### src/rtl/mod_counter_pkg.sv
// mod_counter_pkg
//   Shared constants and parameter-legality helpers for the modulo counter
//   and its tick prescaler.
//   - DIR_UP / DIR_DOWN   : encodings of the dir input
//   - MODE_WRAP / MODE_SAT: encodings of the sat input
//   - *_legal functions   : elaboration-time parameter range checks
package mod_counter_pkg;

  localparam logic DIR_UP    = 1'b1;
  localparam logic DIR_DOWN  = 1'b0;
  localparam logic MODE_WRAP = 1'b0;
  localparam logic MODE_SAT  = 1'b1;

  localparam int WIDTH_MIN    = 32'sd2;
  localparam int WIDTH_MAX    = 32'sd32;
  localparam int PRESCALE_MIN = 32'sd1;
  localparam int PRESCALE_MAX = 32'sd65536;

  function automatic bit width_legal(input int w);
    return (w >= WIDTH_MIN) && (w <= WIDTH_MAX);
  endfunction

  // MODULUS may reach 2**WIDTH, which needs 33 bits at WIDTH=32, so the
  // comparison is done in 64 bits.
  function automatic bit modulus_legal(input int w, input longint m);
    if (!width_legal(w)) begin
      return 1'b0;
    end else begin
      return (m >= 64'sd2) && (m <= (64'sd1 <<< w));
    end
  endfunction

  function automatic bit prescale_legal(input int p);
    return (p >= PRESCALE_MIN) && (p <= PRESCALE_MAX);
  endfunction

  // Bits needed to hold 0..p-1 (never less than one bit).
  function automatic int prescale_cnt_width(input int p);
    if (p <= 32'sd2) begin
      return 32'sd1;
    end else begin
      return $clog2(p);
    end
  endfunction

endpackage

### src/rtl/mod_counter_tick_prescaler.sv
// tick_prescaler
//   Divides enabled cycles by PRESCALE. tick is high (combinationally equal
//   to en) on the enabled cycle where the internal count sits at
//   PRESCALE-1; the count then returns to 0. The count only moves while
//   en=1, so disabled cycles do not consume prescaler progress.
//   Ports:
//   - clk   : rising-edge clock
//   - rst_n : asynchronous active-low reset, clears the count
//   - en    : advance enable
//   - clr   : synchronous clear of the count
//   - tick  : step strobe for the counter
module tick_prescaler
  import mod_counter_pkg::*;
#(
  parameter int PRESCALE = 1
) (
  input  logic clk,
  input  logic rst_n,
  input  logic en,
  input  logic clr,
  output logic tick
);

  if (!prescale_legal(PRESCALE)) begin : g_bad_prescale
    $error("tick_prescaler: PRESCALE out of range 1..65536");
  end

  if (PRESCALE == 1) begin : g_passthru
    // Every enabled cycle is a tick; the clock/reset/clear have no state to act on.
    logic unused_s;
    assign unused_s = ^{clk, rst_n, clr};
    assign tick     = en;
  end else begin : g_divide
    localparam int CW = prescale_cnt_width(PRESCALE);
    localparam logic [CW-1:0] LAST = CW'(PRESCALE - 1);
    localparam logic [CW-1:0] ZERO = {CW{1'b0}};
    localparam logic [CW-1:0] ONE  = {{(CW-1){1'b0}}, 1'b1};

    logic [CW-1:0] cnt_r;
    logic [CW-1:0] cnt_nxt_s;
    logic          at_last_s;

    // Next prescaler count: clear wins, then advance/rollover while enabled.
    always_comb begin
      at_last_s = (cnt_r == LAST);
      cnt_nxt_s = cnt_r;
      if (clr) begin
        cnt_nxt_s = ZERO;
      end else if (en) begin
        cnt_nxt_s = at_last_s ? ZERO : (cnt_r + ONE);
      end else begin
        cnt_nxt_s = cnt_r;
      end
    end

    // Prescaler count register.
    always_ff @(posedge clk or negedge rst_n) begin
      if (!rst_n) begin
        cnt_r <= ZERO;
      end else begin
        cnt_r <= cnt_nxt_s;
      end
    end

    assign tick = en & at_last_s;
  end

endmodule

### src/rtl/mod_counter.sv
// mod_counter
//   Up/down modulo-MODULUS counter with wrap or saturate boundary mode,
//   optional prescaled stepping, a one-cycle terminal-count pulse and a
//   sticky overflow flag. Per-edge priority: clr > load > step > hold.
//   Ports:
//   - clk, rst_n : clock and asynchronous active-low reset
//   - en         : count enable (also gates the prescaler)
//   - clr        : synchronous clear of out, prescaler, tc, ovf
//   - load       : synchronous load of load_val (clamped to MODULUS-1)
//   - load_val   : value to load
//   - dir        : 1 = up, 0 = down
//   - sat        : 1 = saturate at the bounds, 0 = wrap
//   - ovf_clr    : clears the sticky ovf flag (a same-edge boundary wins)
//   - out        : registered count
//   - tc         : registered pulse, high the cycle after a boundary step
//   - ovf        : sticky boundary flag
module mod_counter
  import mod_counter_pkg::*;
#(
  parameter int     WIDTH    = 8,
  parameter longint MODULUS  = 256,
  parameter int     PRESCALE = 1
) (
  input  logic             clk,
  input  logic             rst_n,
  input  logic             en,
  input  logic             clr,
  input  logic             load,
  input  logic [WIDTH-1:0] load_val,
  input  logic             dir,
  input  logic             sat,
  input  logic             ovf_clr,
  output logic [WIDTH-1:0] out,
  output logic             tc,
  output logic             ovf
);

  if (!width_legal(WIDTH)) begin : g_bad_width
    $error("mod_counter: WIDTH out of range 2..32");
  end
  if (!modulus_legal(WIDTH, MODULUS)) begin : g_bad_modulus
    $error("mod_counter: MODULUS out of range 2..2**WIDTH");
  end

  localparam logic [WIDTH-1:0] MAX_VAL = WIDTH'(MODULUS - 64'sd1);
  localparam logic [WIDTH-1:0] ZERO    = {WIDTH{1'b0}};
  localparam logic [WIDTH-1:0] ONE     = {{(WIDTH-1){1'b0}}, 1'b1};

  logic             tick_s;
  logic             step_s;
  logic             at_bound_s;
  logic             boundary_s;
  logic [WIDTH-1:0] step_val_s;
  logic [WIDTH-1:0] load_clamped_s;
  logic [WIDTH-1:0] out_nxt_s;
  logic             ovf_nxt_s;

  logic [WIDTH-1:0] out_r;
  logic             tc_r;
  logic             ovf_r;

  tick_prescaler #(
    .PRESCALE (PRESCALE)
  ) u_prescaler (
    .clk   (clk),
    .rst_n (rst_n),
    .en    (en),
    .clr   (clr),
    .tick  (tick_s)
  );

  // Step value and boundary detection. The bound is checked before any
  // arithmetic, so out_r+1 / out_r-1 never leave 0..MODULUS-1.
  always_comb begin
    step_s     = tick_s & ~clr & ~load;
    at_bound_s = 1'b0;
    step_val_s = out_r;
    if (dir == DIR_UP) begin
      at_bound_s = (out_r == MAX_VAL);
      if (at_bound_s) begin
        step_val_s = (sat == MODE_SAT) ? MAX_VAL : ZERO;
      end else begin
        step_val_s = out_r + ONE;
      end
    end else begin
      at_bound_s = (out_r == ZERO);
      if (at_bound_s) begin
        step_val_s = (sat == MODE_SAT) ? ZERO : MAX_VAL;
      end else begin
        step_val_s = out_r - ONE;
      end
    end
    // A saturating step at the bound still counts as a boundary event.
    boundary_s = step_s & at_bound_s;
  end

  // Next-state selection in clr > load > step > hold order.
  always_comb begin
    load_clamped_s = (load_val > MAX_VAL) ? MAX_VAL : load_val;
    out_nxt_s      = out_r;
    ovf_nxt_s      = ovf_r;
    if (clr) begin
      out_nxt_s = ZERO;
      ovf_nxt_s = 1'b0;
    end else if (load) begin
      out_nxt_s = load_clamped_s;
      ovf_nxt_s = ovf_r & ~ovf_clr;
    end else begin
      out_nxt_s = step_s ? step_val_s : out_r;
      // Setting on a boundary takes precedence over a same-edge ovf_clr.
      if (boundary_s) begin
        ovf_nxt_s = 1'b1;
      end else if (ovf_clr) begin
        ovf_nxt_s = 1'b0;
      end else begin
        ovf_nxt_s = ovf_r;
      end
    end
  end

  // Count, terminal-count pulse and sticky overflow registers.
  always_ff @(posedge clk or negedge rst_n) begin
    if (!rst_n) begin
      out_r <= ZERO;
      tc_r  <= 1'b0;
      ovf_r <= 1'b0;
    end else begin
      out_r <= out_nxt_s;
      tc_r  <= boundary_s;
      ovf_r <= ovf_nxt_s;
    end
  end

  assign out = out_r;
  assign tc  = tc_r;
  assign ovf = ovf_r;

endmodule
### config.mk
export PLATFORM = sky130hd
export DESIGN_NAME = mod_counter
export DESIGN_NICKNAME = d
export VERILOG_FILES = /design/src/rtl/mod_counter_pkg.sv /design/src/rtl/mod_counter_tick_prescaler.sv /design/src/rtl/mod_counter.sv
export SDC_FILE = /design/constraint.sdc
export NUM_CORES = 1
export LEC_CHECK = 0
export ABC_CLOCK_PERIOD_IN_PS = 1900
export BUFFER_PORTS_ARGS = -buffer_cell sky130_fd_sc_hd__buf_2
export CAP_MARGIN = 15
export CORE_ASPECT_RATIO = 0.75
export CORE_MARGIN = 2
export CORE_UTILIZATION = 40
export CTS_CLUSTER_SIZE = 8
export DETAILED_ROUTE_END_ITERATION = 16
export PLACE_DENSITY = 0.76
export SLEW_MARGIN = 20
export SYNTH_ARGS = -nofsm -noshare
export SYNTH_HDL_FRONTEND = slang
export SYNTH_SLANG_ARGS = --single-unit
### constraint.sdc
create_clock -name clk -period 1.9 [get_ports clk]
set_input_delay 0.095 -clock clk [delete_from_list [all_inputs] [get_ports clk]]
set_output_delay 0.095 -clock clk [all_outputs]
set_load 0.01 [all_outputs]
==> summary.txt, run 1 <==
Routing
  • Final ANT Viol Nets: 0
  • Via density: 6.10
  • Pre-Repair DR Iteration Count: 4
  • DRC: 0
  • Initial DRC Count: 78
  • DR vias: 1184
  • WL/cell: 16.4 um
  • WL final: 3.17 mm

Pwr
  • P_int: 0.000443 W
  • Power, Total: 0.000714 W
  • Sw Share: 38.0%
  • Seq pwr share: 36.7%
  • Worst VDD drop: 372 uV
  • Combinational Power Share: 42.5%
  • Lkg Pwr: 0.604 nW
  • Power per Cell Area: 541 mW/mm2
  • Psw: 0.000271 W
  • Clock network power share: 20.8%

Global route
  • First-pass GRT wire length: 4.67 mm
  • GRT Total Usage: 20.8%
  • Vias in the first global route: 1020
  • Initial antenna violation count: 0
  • Total gr overflow: 0
  • Largest net degree at the start of global routing: 20

Clocking
  • Clock Pin Slew Worst Setup and Hold Paths: 0.06 ns
  • Clock net sink count: 10
  • Latest clock arrival within the worst-skew pair: 0.27 ns
  • Clock tree root driver cell: clkbuf_4
  • CTS H-tree depth: 1
  • CTS tree: yes
  • Num CTS Buffers: 3
  • Max Root-Sink Buffers: 2

Critical path
  • CP Launch Type: register
  • Critical path endpoint category: register
  • Worst Path Arrival: 2.10 ns
  • Critical path class: register to register
  • Maximum fanout along the worst path: 3
  • Critical Path RT: 2.07 ns

Status
  • Failing checks: setup timing
  • Status: complete, but fails checks

Floorplanning
  • I/O Pins: 26
  • Row Count: 15
  • Core Region: 0.00236 mm2
  • Vert. Die Dim: 47.9 um
  • Initial Utilization: 43.4%
  • Die area: 0.00299 mm2
  • Chip Width: 62.5 um

Yosys
  • Sequential share of the synthesized area: 24.4%
  • Main synth FF type: dfrtp_1
  • Synthesized flop and latch total: 10
  • Post-Synthesis Cell Area: 0.00103 mm2
  • Synth cell count leaders: a21oi_1 (16), dfrtp_1 (10), nor2_1 (9)
  • Synth area leader: dfrtp_1
  • Synth Instances: 127
  • Synthesized Nets: 146
  • Syn_area_per_cell: 8.08 um2
  • Most frequent cell after synthesis: a21oi_1
  • Asr flop ratio synth: 100%
  • Synth top area cells: dfrtp_1 (24%), a21oi_1 (7.8%), o21ai_0 (3.9%)
  • Synth Warn #: 0
  • Cell variety after synth: 40
  • Post-synth EDFFs: 0
  • Share of the synthesized area in the top cell type: 24.4%

Layout
  • Filler Cell Count: 225
  • Area growth from synthesis to layout: 28.7%
  • Diodes inserted: 0
  • Final nets: 181
  • Layout cells sized above 1: 38.1%

STA
  • Final-report max-slew violation count: 0
  • Fin Setup TNS: -0.0211 ns
  • Skew final: 0.00201 ns
  • Worst slew margin: 73.8%
  • Final worst path period share: 101%
  • Fmax: 521 MHz
  • Final setup viols: 1
  • Setup slack after layout: -0.0211 ns
  • Hold Violations, Final: 0
  • Worst Max-Slew Pin Slew: 0.391 ns
  • Final Critical Period: 1.92 ns

Place
  • IO buf count: 25
  • Gpl congestion: 0.934
  • Post-DP HPWL: 2.24 mm

Hold path
  • Worst Hold Class: input port to register

Run
  • Max_cap viols: 0
==> per-layer routing <==
metal | track usage (%) | wire, um
met5 | 0 | 0
met4 | 11.1 | 56
met3 | 4.94 | 282
met2 | 32.5 | 1450
met1 | 27.5 | 1380
==> cells in the final DEF (no fill, tap or decap), types with 2 or more instances in the layout <==
master / n
buf_2: 25
inv_1: 7
mux2i_1: 2
nor3_1: 7
a21oi_1: 15
a221oi_1: 2
xnor2_1: 2
a311oi_1: 2
nand3_1: 6
dfrtp_1: 9
a211oi_1: 2
nor2_1: 9
and3_1: 3
nand4_1: 3
nand2b_1: 2
a21o_1: 2
nor3b_1: 5
ha_1: 2
nand2_1: 3
a221oi_2: 2
clkbuf_4: 3
buf_4: 15
o21ai_0: 8
==> logic make-up (layout without fill, tap and decap cells) <==
kind of cell	after synthesis	in the layout	share of synthesized area, %
buf+inv	19	52	10.0
xor+xnor	2	2	1.71
mux	2	2	1.95
compound gates	42	42	27.8
fa+ha+maj	3	3	3.66
simple gates	49	49	30.5
flops	10	10	24.4
==> flip-flops by register name, summed over array words and instances, names as in the netlist <==
| signal | flops |
|---|---|
| ovf | 1 |
| tc | 1 |
| out | 8 |
==> path summary, 6_finish.rpt <==
path | startpoint | to | slack, ns | depth (start not counted)
worst max-delay path | out[1] | out[0] | -0.02 | 7
worst min-delay path | load_val[0] | out[0] | 0.08 | 3
worst max register to register | out[1] | out[0] | -0.02 | 7
worst min register to register | ovf | ovf | 0.53 | 2
max in group asynchronous | rst_n | out[2] | 1.47 | 2
min in group asynchronous | rst_n | out[6] | 0.21 | 2
==> stage by stage <==
| stage | util (%) | hold WS [ns] | instances | setup slack, ns | instance area (um2) |
|---|---|---|---|---|---|
| 6_report | 55.8 | 0.0764 | 194 | -0.0211 | 1320 |
| 5_1_grt | 55.8 | 0.0803 | 194 | -0.0857 | 1320 |
| 4_1_cts | 53.6 | 0.0757 | 193 | 0.00347 | 1270 |
| 3_5_place_dp | 52.2 | -0.0251 | 189 | 0.0167 | 1230 |
| 3_3_place_gp | 52.2 | -0.0284 | 189 | 0.0874 | 1230 |
| 2_1_floorplan | - | -0.201 | 127 | 0.0938 | 1030 |
==> power by group through the flow <==
| stage | registers [W] | logic (W) | clock network [W] |
|---|---|---|---|
| floorplan | 0.000256 | 0.000185 | 0 |
| global placement | 0.000262 | 0.000265 | 0 |
| detailed placement | 0.000263 | 0.000271 | 0 |
| CTS | 0.000259 | 0.000274 | 0.000152 |
| global route | 0.000265 | 0.000328 | 0.000163 |
| finish | 0.000262 | 0.000303 | 0.000148 |
==> area by class of cell <==
| cell class | instances | area [um2] | area share [%] |
|---|---|---|---|
| well taps | 34 | 42.5 | 3.22 |
| repair buffers | 41 | 248 | 18.8 |
| clock buffers | 3 | 22.5 | 1.71 |
| inverters | 8 | 30.0 | 2.27 |
| multi-input cells | 98 | 726 | 55.0 |
| flip-flops and latches | 10 | 251 | 19.1 |
==> worst max-delay path, cell delays in order (launching register included) <==
cell	delay (ns)
dfrtp_1	0.40
inv_1	0.12
ha_4	0.14
nor3b_4	0.28
nand3_1	0.18
a211oi_1	0.33
a311oi_1	0.11
o41ai_2	0.27
==> what timing repair did <==
action,CTS,global route
hold buffers,1,0
setup buffers,0,1
endpoints found under the setup margin,0,5
resized for setup,0,9
hold endpoints to repair,10,0
(Power assumes the default switching activity.)
==> run 2, diff against run 1 <==
- ABC_CLOCK_PERIOD_IN_PS: 1900 -> 2450
- CAP_MARGIN: 15 -> 20
- GPL_TIMING_DRIVEN: unset -> 0
- PLACE_DENSITY: 0.76 -> 0.74
- clock period: 1.9 -> 2.45 ns (I/O delays scaled with it)
==> summary.txt, run 2 (same netlist as run 1, synthesis figures left out) <==
Hold path
  • Hold depth: 3 (unchanged)
  • Hold Path Origin: load_val[0]
  • Worst Hold Class: input port to register
  • Hold Path Sink: out[0]

Critical path
  • R2r setup slk: 0.32 ns (+0.34 ns)
  • Crit-path slowest cell: dfrtp_1
  • Maximum fanout along the worst path: 10 (+7)
  • CP cell instances: inv_1, ha_1, nor3b_2, and3_1, a211oi_2, o21ai_1, a21oi_1
  • CP peak stage delay: 0.55 ns (+0.15 ns)
  • Critical Path RT: 2.64 ns (+0.57 ns)
  • Reg2reg start: out[0]
  • Family with the most delay on the worst path: compound AO/OA/AOI/OAI gates
  • Critical path endpoint category: register
  • CP Launch Type: register
  • Worst Path Arrival: 2.33 ns (+0.23 ns)
  • Worst Path Buf+Inv: 1 (unchanged)
  • Crit Reg-Reg Endpoint: out[2]
  • Critical path class: register to register
  • R2r worst-path depth: 7 (unchanged)

STA
  • Skew final: 0.00359 ns (+0.00158 ns)
  • Hold Violations, Final: 0 (unchanged)
  • Worst slew margin: 67.8% (-5.9 points)
  • Fmax: 469 MHz (-9.9%)
  • Final setup viols: 0 (-1)
  • Final-report max-slew violation count: 0 (unchanged)
  • Setup slack after layout: 0.318 ns (+0.339 ns)
  • Worst Max-Slew Pin Slew: 0.482 ns (+0.0917 ns)
  • Fin Setup TNS: 0 ns (+0.0211 ns)
  • Final Critical Period: 2.13 ns (+0.211 ns)
  • Hold WS: 0.0996 ns (+0.0232 ns)
  • Final worst path period share: 87.0% (-14 points)
  • RSZ-0062 raised after global routing: no

Routing
  • Metal3 WL: 338 um (+20%)
  • WL/cell: 15.9 um (-2.8%)
  • DR vias: 1166 (-1.5%)
  • Max Used Layer: met4
  • Via density: 6.20 (+1.6%)
  • DRC: 0 (unchanged)
  • Final ANT Viol Nets: 0 (unchanged)
  • WL final: 2.99 mm (-5.8%)
  • Pre-Repair DR Iteration Count: 4 (unchanged)
  • Met2 wire len: 1.32 mm (-8.9%)
  • Met1 WL: 1.29 mm (-6.7%)
  • Initial DRC Count: 69 (-12%)

Layout
  • Final Instance Area: 0.00123 mm2 (-6.5%)
  • Area growth from synthesis to layout: 20.2%
  • Layout cells sized above 1: 29.9% (-8.3 points)
  • Commonest non-fill, non-tap cells in the layout: buf_2 (26), a21oi_1 (15), dfrtp_1 (10)
  • Max reg flops: 8 (unchanged)
  • Final nets: 174 (-3.9%)
  • Commonest non-fill, non-tap cell in the layout: buf_2
  • Diodes inserted: 0 (unchanged)

Clocking
  • Max Root-Sink Buffers: 2 (unchanged)
  • CTS H-tree depth: 1 (unchanged)
  • Latest clock arrival within the worst-skew pair: 0.27 ns (about the same)
  • CTS tree: yes
  • Clock Pin Slew Worst Setup and Hold Paths: 0.08 ns (+0.02 ns)
  • Clock net sink count: 10 (unchanged)
  • Num CTS Buffers: 3 (unchanged)
  • Clock tree root driver cell: clkbuf_4

Floorplanning
  • Row Count: 15 (unchanged)
  • Die area: 0.00299 mm2 (unchanged)
  • Core Region: 0.00236 mm2 (unchanged)
  • Vert. Die Dim: 47.9 um (unchanged)
  • Chip Width: 62.5 um (unchanged)
  • Initial Utilization: 43.4% (unchanged)
  • I/O Pins: 26 (unchanged)

Pwr
  • Power per Cell Area: 455 mW/mm2 (-16%)
  • Power, Total: 0.000561 W (-21%)
  • Worst VDD drop: 221 uV (-41%)
  • Lkg Pwr: 0.566 nW (-6.4%)

Global route
  • GRT Total Usage: 19.8% (-0.95 points)
  • Vias in the first global route: 937 (-8.1%)
  • Total gr overflow: 0 (unchanged)
  • Initial antenna violation count: 0 (unchanged)
  • First-pass GRT wire length: 4.56 mm (-2.4%)
  • Largest net degree at the start of global routing: 11 (-45%)

Place
  • Post-DP HPWL: 2.23 mm (-0.34%)
  • Area after DPL: 0.00118 mm2 (-4.6%)
  • Gpl congestion: 0.876 (-6.2%)
  • Pre-CTS setup slack: 0.187 ns (+0.170 ns)
  • IO buf count: 22 (-12%)

Status
  • Status: finished, final reports clean

Run
  • Max_cap viols: 0 (unchanged)
-- run 2: worst max path at each step --
stage	cells past startpoint	startpoint	endpoint
floorplan	7	out[0]	out[2]
global placement	7	out[0]	out[2]
detailed placement	7	out[0]	out[2]
CTS	7	out[0]	out[2]
global route	7	out[0]	out[2]
finish	7	out[0]	out[2]
-- run 2: metrics by stage --
step	utilization, %	instances
floorplan	-	127
global placement	49.8	183
detailed placement	49.8	183
CTS	51.8	188
global route	52.2	188
finish	52.2	188
-- run 2: worst min-delay path, delay by kind of cell --
family	cells	cell delay, ns
compound gates	1	0.05
simple gates	1	0.08
buf+inv	1	0.07
-- run 2: final cells by class --
cell class / count / area (um2)
Buffer: 11 / 72.6
Clock buffer: 4 / 36.3
Fill cell: 229 / 1130
Inverter: 8 / 30.0
Multi-Input combinational cell: 98 / 682
Sequential cell: 10 / 250
Tap cell: 34 / 42.5
Timing Repair Buffer: 23 / 120
-- run 2: timing repair --
action / CTS / global route
hold buffers: 1 / 0
hold endpoints to repair: 10 / 0
resized for setup: 0 / 2
buffers inserted: 0 / 0
setup endpoints to repair: 0 / 3
-- run 2: where the power goes --
group	switching [W]	leakage [nW]	internal, W
Sequential	0.0000170	0.133	0.000176
Clock	0.0000646	0.0210	0.0000902
Combinational	0.000123	0.412	0.0000903
Total	0.000204	0.566	0.000356
-- run 2: metal layers --
layer,up-vias,track usage (%)
met1,555,28.2
met3,6,4.71
met2,73,29.5
li1,532,-
met4,0,7.56
met5,-,0
